--- src/rtl/gauss3x3_rgb888_filter.sv ---
// ---------------------------------------------------------------------------
// gauss3x3_rgb888_filter
//
// 3x3 Gaussian blur ([1 2 1; 2 4 2; 1 2 1] / 16, rounded) on RGB888 pixels.
// Each 8-bit channel is filtered on its own. The result is written
// sequentially into a framebuffer. Pipeline stages:
//   S1 : weighted row sums, 10 bits per channel
//   S2 : weighted total, 12 bits per channel
//   S3 : rounded result, registered onto oData, with the write strobe
// A bypass flag travels with each window. When it is set, the centre pixel
// is written unfiltered.
//
// Ports
//   iClk        clock; all state changes on its rising edge
//   iRst        asynchronous active-high reset
//   iEn         global advance enable (0 = full stall, no writes)
//   iValid      iIn0..iIn8 hold a valid window this cycle
//   iIn0..iIn8  3x3 window in row-major order, iIn4 is the centre
//   iBypass     pass the centre pixel unfiltered
//   oWe         framebuffer write strobe
//   oAddr       framebuffer write address (0 .. DEPTH-1, then wraps)
//   oData       filtered pixel
//   oFrameDone  one-cycle pulse together with the write of DEPTH-1
//   oBusy       high while the frame FSM is in RUN
// ---------------------------------------------------------------------------
module gauss3x3_rgb888_filter #(
  parameter int DATA_W = 24,
  parameter int ADDR_W = 17,
  parameter int DEPTH  = 130560
) (
  input  logic              iClk,
  input  logic              iRst,
  input  logic              iEn,
  input  logic              iValid,
  input  logic [DATA_W-1:0] iIn0,
  input  logic [DATA_W-1:0] iIn1,
  input  logic [DATA_W-1:0] iIn2,
  input  logic [DATA_W-1:0] iIn3,
  input  logic [DATA_W-1:0] iIn4,
  input  logic [DATA_W-1:0] iIn5,
  input  logic [DATA_W-1:0] iIn6,
  input  logic [DATA_W-1:0] iIn7,
  input  logic [DATA_W-1:0] iIn8,
  input  logic              iBypass,
  output logic              oWe,
  output logic [ADDR_W-1:0] oAddr,
  output logic [DATA_W-1:0] oData,
  output logic              oFrameDone,
  output logic              oBusy
);

  localparam int NCH = DATA_W / 8;
  localparam logic [ADDR_W-1:0] LAST_ADDR = ADDR_W'(DEPTH - 1);

  typedef enum logic {IDLE, RUN} state_t;

  // a + 2b + c. The maximum is 4 * 255 = 1020, which fits 10 bits.
  function automatic logic [9:0] row_sum(input logic [7:0] a, input logic [7:0] b,
                                         input logic [7:0] c);
    return 10'(a) + (10'(b) << 1) + 10'(c);
  endfunction

  // Pipeline state
  logic                    valid_s1, valid_s2, valid_s3;
  logic                    byp_s1, byp_s2;
  logic [DATA_W-1:0]       ctr_s1, ctr_s2;
  logic [NCH-1:0][9:0]     row0_s1, row1_s1, row2_s1;
  logic [NCH-1:0][11:0]    sum_s2;
  logic [DATA_W-1:0]       filt;
  logic                    last_addr;
  state_t                  state;

  // S1..S3 data path. Everything freezes while iEn is low.
  always_ff @(posedge iClk or posedge iRst) begin
    if (iRst) begin
      // NOTE: the data registers are cleared as well as the valid bits,
      // because oData has to read 0 during reset and right after it.
      valid_s1 <= 1'b0;
      valid_s2 <= 1'b0;
      valid_s3 <= 1'b0;
      byp_s1   <= 1'b0;
      byp_s2   <= 1'b0;
      ctr_s1   <= '0;
      ctr_s2   <= '0;
      row0_s1  <= '0;
      row1_s1  <= '0;
      row2_s1  <= '0;
      sum_s2   <= '0;
      oData    <= '0;
    end else if (iEn) begin
      // NOTE: non-blocking assignments let every stage sample the previous
      // stage's old value on the same edge, which is what forms the pipeline.
      valid_s1 <= iValid;
      valid_s2 <= valid_s1;
      valid_s3 <= valid_s2;
      byp_s1   <= iBypass;
      byp_s2   <= byp_s1;
      ctr_s1   <= iIn4;
      ctr_s2   <= ctr_s1;
      for (int ch = 0; ch < NCH; ch++) begin
        row0_s1[ch] <= row_sum(iIn0[8*ch +: 8], iIn1[8*ch +: 8], iIn2[8*ch +: 8]);
        row1_s1[ch] <= row_sum(iIn3[8*ch +: 8], iIn4[8*ch +: 8], iIn5[8*ch +: 8]);
        row2_s1[ch] <= row_sum(iIn6[8*ch +: 8], iIn7[8*ch +: 8], iIn8[8*ch +: 8]);
        // The middle row carries twice the weight of the outer rows.
        sum_s2[ch]  <= 12'(row0_s1[ch]) + (12'(row1_s1[ch]) << 1) + 12'(row2_s1[ch]);
      end
      oData <= byp_s2 ? ctr_s2 : filt;
    end
  end

  // Round to nearest: (sum + 8) >> 4. The maximum is 4088 >> 4 = 255, so no
  // clamp is needed.
  always_comb begin
    // NOTE: a default is assigned first on every path, so no latch is inferred.
    filt = '0;
    for (int ch = 0; ch < NCH; ch++) begin
      logic [11:0] rnd;
      rnd = sum_s2[ch] + 12'd8;
      filt[8*ch +: 8] = rnd[11:4];
    end
  end

  assign oWe        = valid_s3 & iEn;
  assign last_addr  = (oAddr == LAST_ADDR);
  assign oFrameDone = oWe & last_addr;
  assign oBusy      = (state == RUN);

  // Address counter and frame FSM. The FSM only reports status and never
  // gates the pipeline. A newly accepted window takes priority over the
  // end-of-frame transition, so back-to-back frames stay in RUN.
  always_ff @(posedge iClk or posedge iRst) begin
    if (iRst) begin
      oAddr <= '0;
      state <= IDLE;
    end else if (iEn) begin
      if (valid_s3) oAddr <= last_addr ? '0 : oAddr + ADDR_W'(1);
      if (iValid)                     state <= RUN;
      else if (valid_s3 && last_addr) state <= IDLE;
    end
  end

endmodule

--- config.mk ---
export PLATFORM = sky130hd
export DESIGN_NAME = gauss3x3_rgb888_filter
export DESIGN_NICKNAME = d
export VERILOG_FILES = /design/src/rtl/gauss3x3_rgb888_filter.sv
export SDC_FILE = /design/constraint.sdc
export NUM_CORES = 1
export LEC_CHECK = 0
export BUFFER_PORTS_ARGS = -buffer_cell sky130_fd_sc_hd__buf_2
export CAP_MARGIN = 10
export CORE_MARGIN = 2
export CORE_UTILIZATION = 57
export CTS_CLUSTER_DIAMETER = 30
export DETAILED_ROUTE_END_ITERATION = 7
export GPL_ROUTABILITY_DRIVEN = 0
export PLACE_DENSITY_LB_ADDON = 0.25
export SLEW_MARGIN = 20
export SYNTH_ARGS = -nofsm -noshare
export SYNTH_HDL_FRONTEND = slang
export SYNTH_SLANG_ARGS = --single-unit
--- constraint.sdc ---
create_clock -name iClk -period 7.2 [get_ports iClk]
set_input_delay 0.72 -clock iClk [delete_from_list [all_inputs] [get_ports iClk]]
set_output_delay 0.72 -clock iClk [all_outputs]
set_load 0.02 [all_outputs]
Yosys cells after proc, flatten, opt, wreduce, memory -nomap -nowiden
Cells that the tools add are included.
- output and inout bits: 44
- register bits: 221
- input port bits: 221
- word-level logic and storage cells: 61
- reduce and logical (&&, ||, !) cells: 4
- eq/ne operators: 1
- add/sub/neg operators: 28
- muxes and demuxes: 4
- bitwise operators: 2
- operators by type and width (kind ; count):
    10-bit by 8-bit adder with 10-bit output ; 9
    8-bit by 9-bit adder with 10-bit output ; 9
    10-bit by 11-bit adder with 12-bit output ; 3
    12-bit by 10-bit adder with 12-bit output ; 3
    12-bit by 4-bit adder with 12-bit output, second input constant ; 3
    24-bit 2-to-1 mux ; 1
    17-bit by 1-bit adder with 17-bit output, second input constant ; 1
    17-bit equality test, second input constant ; 1
    17-bit 2-to-1 mux ; 1
    2-bit AND reduction ; 2
    1-bit AND ; 2
    1-bit 2-to-1 mux ; 2
    2-bit nonzero test ; 1
    1-bit logical AND ; 1

Longest topological paths before layout
Gate-level depths: netlist of the first run.
- depth in word-level cells: 4
- gate-level depth with buffers: 11
- depth with buffers taken out: 11

Worst setup path after synthesis of the first run
No wires, ideal clock.
- path type: input to register
- start point: input port iIn3[17]
- end point: register row1_s1[27] (netlist name)
- path buffers: 0
- library setup time: 118 ps
- required time: 7082 ps
- stages on the path: 10
- path slack: 4194 ps
- arrival: 2888 ps
- cell sequence: inv_1 > fa_1 > inv_1 > ha_1 > fa_1 > a21o_1 > a311o_1 > a211oi_1 > nor3_1 > a21o_1
- word-level cells in the longest chain between the ends: 2
- ends and longest elaborated chain (item ; line ; text):
    start: declaration ; 38 ; input logic [DATA_W-1:0] iIn3,
    8-bit by 9-bit adder with 10-bit output ; 60 ; return 10'(a) + (10'(b) << 1) + 10'(c);
    10-bit by 8-bit adder with 10-bit output ; 60 ;
    end signal: indexed assignment ; 102 ; row1_s1[ch] <= row_sum(iIn3[8*ch +: 8], iIn4[8*ch +: 8], iIn5[8*ch +: 8]);
    end: declaration ; 67 ; logic [NCH-1:0][9:0] row0_s1, row1_s1, row2_s1;
Every way passes these cells.
A chain may end at the register's enable or synchronous reset.

Worst setup path in the final report of the first run
- start point: input port iEn
- end point: output port oFrameDone
- word-level cells in the longest chain between the ends: 2
- ends and longest elaborated chain (item ; line ; text):
    start: declaration ; 33 ; input logic iEn,
    1-bit AND ; 123 ; assign oWe = valid_s3 & iEn;
    1-bit AND ; 125 ; assign oFrameDone = oWe & last_addr;
    end: declaration ; 48 ; output logic oFrameDone,
Every way passes these cells.

==> summary by stage, run 1 <==
GRT
The number of antenna violations at the first check in global routing came to 2. The pin count of the biggest net entering global routing is 143. Global routing finished with a remaining overflow of 0. For this run, the total global-route usage over all layers was measured as 0.2501. The first global-routing pass estimated 54120 um of wire. The via count of the first global-routing pass is about 12000.

Clock tree
The clock latency on the worst-skew pair is 0.54 ns. The register clock-pin slew on the reported worst setup and hold paths is 0.05 ns. The number of buffers added to fix hold violations after cts is 0. CTS saw 212 sinks. In this run the clock root is driven by a sky130_fd_sc_hd__clkbuf_16. The post-CTS setup repair buffer count is 0. The clock tree buffer depth is 3.

The total clock buffers created by CTS is 45. CTS built an H-tree with a depth of 2. The TritonCTS clock tree is built. The post-cts gate resize count is 0.

Yosys
The share of Yosys cell area claimed by the top area cell type is 0.3647. The portion of the post-synthesis area used by sequential elements is 0.3647. The library cell occupying the most area in the post-synthesis netlist is sky130_fd_sc_hd__dfrtp_1. Among all flip-flop cells after synthesis, the most frequent one is sky130_fd_sc_hd__dfrtp_1.

In this run, synthesis inferred 0 flip-flops with an integrated enable. Sorting the synthesized cells by area gives the leading types as sky130_fd_sc_hd__dfrtp_1 36%, sky130_fd_sc_hd__fa_1 14%, sky130_fd_sc_hd__ha_1 9.6%. The synthesis-stage register bit count is 212.

The cell area that synthesis handed to floorplanning was 14550 um^2. The net count of the mapped netlist is 1763. The number of unique standard cell types used by synthesis is between 50 and 60.

The async set or reset register ratio after synthesis is 1.000. After synthesis, the mean cell area works out to 10.93 um^2. The number of warnings reported in the yosys synthesis log is 0.

The cell count after synthesis is approximately 1300.

Timing
The worst slew margin relative to its limit is 0.2884. The final count of negative-setup-slack endpoints is 0. The total count of max-transition violations in the final report is 0. Between clock sinks in the finished design, the worst skew comes to roughly 0.019 ns. Setup repair after global routing left no endpoint under its margin. The summed negative setup slack over all endpoints is 0 ns.

At the pin with the least slew margin, the transition time is 1.067 ns. Dividing the final minimum period by the clock period gives 0.4255. The count of final hold-check violations was 0. For this run, the top clock speed supported by timing is between 300 and 400 MHz. The worst path in the final design needs a cycle of around 3 ns, including I/O delays and setup. Final hold analysis gives a worst-case slack of 0.3860 ns.

Die
The core footprint is 25110 um^2. The die covers 26820 um^2. For this design the top-level I/O count stands at 265. The number of rows in the core area is 58.

In this run the vertical extent of the chip is 163.8 um. The die width is between 150 and 200 um. The initial standard-cell utilization of the core is 0.5794.

Worst setup path
The critical path arrival is 2.34 ns. The source of the worst register-to-register timing path is row0_s1[2]$_DFFE_PP0P_. The worst setup path category is input pin to output port. The critical path starts at iEn.

Along the worst path, the maximum fanout reaches 75. The startpoint type of the worst setup path is an input pin. The critical path capture point type is an output port. At the worst endpoint, the required time is 6.48 ns.

Layout
The number of non-filler instances in the completed layout is between 1500 and 2000. The commonest non-fill, non-tap cell in the layout is sky130_fd_sc_hd__buf_2. Across the whole layout, storage elements account for 5305 um^2.

In the final layout, the multi-input gates occupy slightly below 9000 um^2. The share of layout cells above drive strength 1 is 0.2912. Leaving out fill and tap cells, the most frequent cells in the layout are 263 x sky130_fd_sc_hd__buf_2, 212 x sky130_fd_sc_hd__dfrtp_1, 112 x sky130_fd_sc_hd__ha_1, 107 x sky130_fd_sc_hd__mux2_2, 101 x sky130_fd_sc_hd__o21ai_0. The final-stage net count is 2040.

The filler cells instantiated in the layout total 1872. From synthesis to final layout, the design area changed by 21.90%.

Route
In the detailed route, the total length drawn on met2 is between 15000 and 20000 um. The number of routed nets with antenna violations is 0. The first detailed-routing pass took 5 iterations. After detailed routing, the average wire length per cell comes to 16.42 um. In this run the top signal layer used is met5.

The post-detailed-route via-to-cell ratio is 5.679. Summed over all layers, the routed wires come to approximately 32000 um. The routed design uses 1632 um of met3 wire. The post-detailed-route DRC marker count is 0.

The violation count after the first detailed-route iteration is 639. For this block, wires on met1 add up to 13150 um. Across all layers, the routed design uses 11222 vias.

Power
The worst-case vdd ir drop is 0.0002676 V. For this design the total switching power over the nets is 2.728 mW. The total internal power is 4.294 mW. The switching fraction of total power is 0.3885.

The share of total power dissipated in the clock network is 0.300. Summing internal, switching and leakage power gives 7.022 mW. The total leakage power is between 8 and 9 nW.

The share of total power dissipated in sequential elements is 0.263. Dividing total power by cell area gives a power density of 396.0 nW/um^2. The share of total power dissipated in combinational logic is 0.437.

Run
The max-capacitance violation count is 0.

Hold path
In this run the worst hold path is classified as input pin to async pin.

Placed design
The quantity of I/O buffers inserted on ports is 264. Detailed placement ended at an HPWL of 23900 um. The placed instance count is 1891.

Outcome
The run finished with clean final reports.
path summary, 6_finish.rpt:
path                                               end  slack (ns)  cells past startpoint
worst max-delay path                        oFrameDone        4.14                      6
worst min-delay path            ctr_s2[10]$_DFFE_PP0P_        0.39                      2
worst max register to register   sum_s2[7]$_DFFE_PP0P_        4.68                      7
worst min register to register   oData[23]$_DFFE_PP0P_        0.49                      2
max in group asynchronous       row2_s1[9]$_DFFE_PP0P_        5.27                      3
min in group iClk                   byp_s1$_DFFE_PP0P_        0.41                      2
registers in the layout, summed over array words and instances, names as in the netlist, 17 cells and up:
signal   count
ctr_s1      24
sum_s2      27
ctr_s2      24
row2_s1     30
row1_s1     30
oData       24
oAddr       17
row0_s1     30
area by class of cell:
type	count	area share
multi-input combinational	1009	0.4964
tap	330	0.02328
clock inverter	37	0.02215
inverter	71	0.01545
sequential	212	0.2992
clock buffer	47	0.06632
antenna	1	0.0001411
timing repair buffer	269	0.07712
cell families after synthesis:
group | Yosys count | synth area share
AO/OA/AOI/OAI | 316 | 0.1423
XOR/XNOR | 69 | 0.04154
adder cells (fa/ha/maj) | 211 | 0.2326
buffers and inverters | 110 | 0.03027
flip-flops | 212 | 0.3647
multiplexers | 122 | 0.09383
AND/OR/NAND/NOR | 291 | 0.09478
routing by layer:
metal / track usage / up-vias
li1: - / 5358
met5: 0 / -
met2: 0.4437 / 313
met3: 0.03813 / 97
met4: 0.1077 / 2
met1: 0.3032 / 5452
per-stage QoR:
| stage | area (um^2) | setup slack [ns] | utilization |
|---|---|---|---|
| 3_5_place_dp | 16160 | 3.997 | 0.6437 |
| 6_report | 17730 | 4.136 | 0.7062 |
| 5_1_grt | 17730 | 3.914 | 0.7061 |
| 2_1_floorplan | 14550 | 0.6858 | - |
| 4_1_cts | 17730 | 4.106 | 0.7061 |
| 3_3_place_gp | 16160 | 4.053 | 0.6437 |
worst max-delay path, stage by stage:
cell                       delay [ns]
sky130_fd_sc_hd__clkbuf_8        0.41
sky130_fd_sc_hd__nand4_1         0.19
sky130_fd_sc_hd__nor3_1          0.31
sky130_fd_sc_hd__nand2_1         0.25
sky130_fd_sc_hd__clkinv_1        0.23
sky130_fd_sc_hd__buf_2           0.20
power groups by stage:
stage | sequential (mW) | clock, mW | combinational (mW)
after global routing | 1.89 | 2.19 | 3.47
after CTS | 1.85 | 2.14 | 3.08
after floorplan | 1.86 | 0 | 2.27
after detailed placement | 1.87 | 0 | 3.03
after global placement | 1.86 | 0 | 2.94
final | 1.85 | 2.11 | 3.07
Yosys cell counts (11+ instances only):
cell type,number
sky130_fd_sc_hd__nand4_1,17
sky130_fd_sc_hd__mux2_2,107
sky130_fd_sc_hd__buf_2,22
sky130_fd_sc_hd__inv_1,70
sky130_fd_sc_hd__dfrtp_1,212
sky130_fd_sc_hd__xnor2_1,46
sky130_fd_sc_hd__fa_1,99
sky130_fd_sc_hd__a211oi_1,27
sky130_fd_sc_hd__mux2i_1,13
sky130_fd_sc_hd__o2bb2ai_1,15
sky130_fd_sc_hd__nand2b_1,14
sky130_fd_sc_hd__o21a_1,17
sky130_fd_sc_hd__nor2_1,72
sky130_fd_sc_hd__o211ai_1,11
sky130_fd_sc_hd__o21ai_0,101
sky130_fd_sc_hd__a21oi_1,64
sky130_fd_sc_hd__xor2_1,23
sky130_fd_sc_hd__ha_1,112
sky130_fd_sc_hd__a21o_1,20
sky130_fd_sc_hd__nand2_1,96
sky130_fd_sc_hd__nor3_1,31
sky130_fd_sc_hd__nand3_1,25
sky130_fd_sc_hd__a31oi_1,16
Note: power is estimated with default switching activity, not from simulation.
==> run 2: changes to the inputs <==
==> constraint.sdc (replaced) <==
create_clock -name iClk -period 3 [get_ports iClk]
set_input_delay 0.3 -clock iClk [delete_from_list [all_inputs] [get_ports iClk]]
set_output_delay 0.3 -clock iClk [all_outputs]
set_load 0.02 [all_outputs]
==> summary by stage, run 2 (synthesis results as in run 1) <==
Outcome
Outcome: finished clean (unchanged).

Clock tree
The post-cts gate resize count was 0 (unchanged). The register clock-pin slew on the reported worst setup and hold paths is 0.05 ns (about the same). The clock sink total is 212 (unchanged). The clock latency on the worst-skew pair is 0.52 ns (was 0.54 ns). The TritonCTS clock tree is built (unchanged). The number of H-tree branching levels is 2 (unchanged). The clock tree buffer depth is 3 (unchanged). The post-CTS setup repair buffer count came to 0 (unchanged). The total clock buffers created by CTS was 44 (was 45). The root buffer selected by CTS is sky130_fd_sc_hd__clkbuf_16 (unchanged).

Worst setup path
The origin of the worst setup path is oAddr[12]$_DFFE_PP0P_ (was iEn). The startpoint type of the worst setup path is a register (was input pin). The source of the worst register-to-register timing path is row0_s1[13]$_DFFE_PP0P_ (was row0_s1[2]$_DFFE_PP0P_).

The maximum fanout count along the critical path came to 8 (was 75). The setup slack of the most critical reg-to-reg path was 0.47 ns (was 4.68 ns). The worst endpoint required time was 2.70 ns (was 6.48 ns). The capturing element of the worst setup path is oFrameDone (unchanged).

The end of the worst register-to-register path is sum_s2[21]$_DFFE_PP0P_ (was sum_s2[7]$_DFFE_PP0P_). The number of cell instances on the worst register-to-register path came to 7 (unchanged). The critical path arrival is 2.33 ns (was 2.34 ns). The worst setup path category is register to output port (was input pin to output port). The critical path capture point type is an output port (unchanged).

Die
The number of rows in the core area is 58 (unchanged). The initial standard-cell utilization of the core came to 0.5794 (unchanged). The die boundary height came to 163.8 um (unchanged). The die area is 26820 um^2 (unchanged). The core footprint is 25110 um^2 (unchanged). The die width is 163.8 um (unchanged). The boundary pin count is 265 (unchanged).

Layout
Top library cells by usage in the layout, fill and taps aside: 263 x sky130_fd_sc_hd__buf_2, 212 x sky130_fd_sc_hd__dfrtp_1, 112 x sky130_fd_sc_hd__ha_1, 107 x sky130_fd_sc_hd__mux2_2, 101 x sky130_fd_sc_hd__o21ai_0 (unchanged). The final-stage net count is 2044 (was 2040). The final design instance area without fill came to 17720 um^2 (was 17730 um^2). Leading registers by flop count: row0_s1: 30 flops, row1_s1: 30 flops, row2_s1: 30 flops (unchanged). The area taken by multi-input logic gates is 8802 um^2 (unchanged).

The fill cell total of the finished layout is 1916 (was 1872). The commonest non-fill, non-tap cell in the layout is sky130_fd_sc_hd__buf_2 (unchanged). The growth of design area from synthesis to finish is 21.79% (was 21.90%). The footprint of the flip-flops and latches is 5305 um^2 (unchanged).

The share of layout cells above drive strength 1 is 0.2888 (was 0.2912).

Timing
The final count of negative-setup-slack endpoints was 0 (unchanged). Dividing the final minimum period by the clock period gives 0.8773. The transition time at the pin with the least slew margin came to 0.8477 ns (was 1.067 ns).

The count of final hold-check violations is 0 (unchanged). The worst slew margin relative to its limit is 0.4348 (was 0.2884). Derived from the worst setup path, the maximum achievable clock frequency is 380.0 MHz.

The total count of max-transition violations in the final report is 0 (unchanged). For the finished layout, the period the worst path requires is 2.632 ns. The worst clock skew is 0.01534 ns (was 0.01854 ns).

Unrepaired setup endpoints after global routing: no (unchanged).

Hold path
The class of the worst hold path is input pin to register (was input pin to async pin).

Run
The max-capacitance violation count is 0 (unchanged).

Placed design
The detailed-placement wirelength estimate is 24840 um (was 23900 um). The quantity of I/O buffers inserted on ports is 264 (unchanged). The area after detailed placement is 16230 um^2 (was 16160 um^2).

Route
The overall via count from detail_route was 11260 (was 11222). The number of routed nets with antenna violations is 0 (unchanged). The number of optimization iterations in the first detailed-route pass is 5 (unchanged). The post-detailed-route via-to-cell ratio is 5.693 (was 5.679). The routed wirelength normalized by instance count is 16.72 um (was 16.42 um). The post-detailed-routing wire length is 33070 um (was 32460 um).

The violation count after the first detailed-route iteration is 534 (was 639). The post-detailed-route DRC marker count is 0 (unchanged).

GRT
The via count of the first global-routing pass was 11721 (was 11600). The total global routing overflow is 0 (unchanged). The total routing usage reported by global routing is 0.2539 (was 0.2501).

The pin count of the biggest net entering global routing is 123 (was 143). The number of antenna violations at the first check in global routing is 4 (was 2). The wire length of the first global-routing pass is 54830 um (was 54120 um).

Power
The switching power came to 6.366 mW (was 2.728 mW). The worst-case vdd ir drop is 0.0005086 V (was 0.0002676 V). The relative contribution of sequential cells to total power is 0.268 (was 0.263). The final total power is 16.58 mW (was 7.022 mW). The share of total power in combinational logic is 0.445 (was 0.437). The total leakage power is 8.165 nW (was 8.168 nW). The switching fraction of total power is 0.3839 (was 0.3885). The total internal power is 10.22 mW (was 4.294 mW). The power density relative to cell area is 935.9 nW/um^2 (was 396.0 nW/um^2).

The part of the total power dissipated in the clock network is 0.287 (was 0.300).
## run 2: final cells by class
type / count / share of cell area
Antenna cell: 3 / 0.0004237
Clock buffer: 51 / 0.06653
Clock inverter: 28 / 0.01667
Inverter: 71 / 0.01525
Multi-Input combinational cell: 1009 / 0.4968
Sequential cell: 212 / 0.2994
Tap cell: 330 / 0.02331
Timing Repair Buffer: 274 / 0.08157
## run 2: power by group through the flow
stage	Combinational [mW]	Sequential (mW)	Clock, mW
floorplan	5.44	4.47	0
global placement	7.07	4.45	0
detailed placement	7.31	4.48	0
CTS	7.42	4.45	4.84
global route	8.26	4.54	5.00
finish	7.37	4.44	4.77
## run 2: worst max-delay path, cell delays in order, from the launching register on
cell and delay (ns):
sky130_fd_sc_hd__dfrtp_1 0.43, sky130_fd_sc_hd__nand4_1 0.17, sky130_fd_sc_hd__nor4_1 0.48, sky130_fd_sc_hd__nand2_1 0.28, sky130_fd_sc_hd__clkinv_1 0.24, sky130_fd_sc_hd__buf_2 0.21
## run 2: worst min-delay path by stage
| stage | startpoint | endpoint | slack [ns] | depth (start not counted) |
|---|---|---|---|---|
| 6_report | iBypass | byp_s1$_DFFE_PP0P_ | 0.03 | 2 |
| 3_5_place_dp | iRst | oData[11]$_DFFE_PP0P_ | 0.21 | 2 |
| 4_1_cts | iBypass | byp_s1$_DFFE_PP0P_ | 0.01 | 2 |
| 5_1_grt | iBypass | byp_s1$_DFFE_PP0P_ | 0.03 | 2 |
| 2_1_floorplan | iValid | oBusy$_DFFE_PP0P_ | 0.45 | 1 |
| 3_3_place_gp | iRst | oData[11]$_DFFE_PP0P_ | 0.21 | 2 |
## run 2: repair_timing
| action | CTS | global route |
|---|---|---|
| endpoints found under the setup margin | 0 | 0 |
| hold buffers | 1 | 0 |
| endpoints found under the hold margin | 54 | 0 |
## run 2: through the flow
stage / instances / util / setup WS, ns / hold WS (ns) / setup TNS, ns
global placement: 1895 / 0.6462 / 0.2644 / 0.2134 / 0
CTS: 1975 / 0.7053 / 0.3399 / 0.01410 / 0
floorplan: 1331 / - / -0.05618 / 0.4460 / -11.91
detailed placement: 1895 / 0.6462 / 0.1679 / 0.2055 / 0
finish: 1978 / 0.7056 / 0.3682 / 0.03414 / 0
global route: 1975 / 0.7053 / 0.1287 / 0.02713 / 0
## run 2: layer usage
metal	global-route usage	up-vias	part of all wire	wire length, um
li1	-	5372	-	-
met2	0.4656	320	0.52	17280
met3	0.04040	76	0.053	1743
met1	0.3004	5490	0.39	12960
met5	0	-	0.00039	13
met4	0.09171	2	0.032	1070
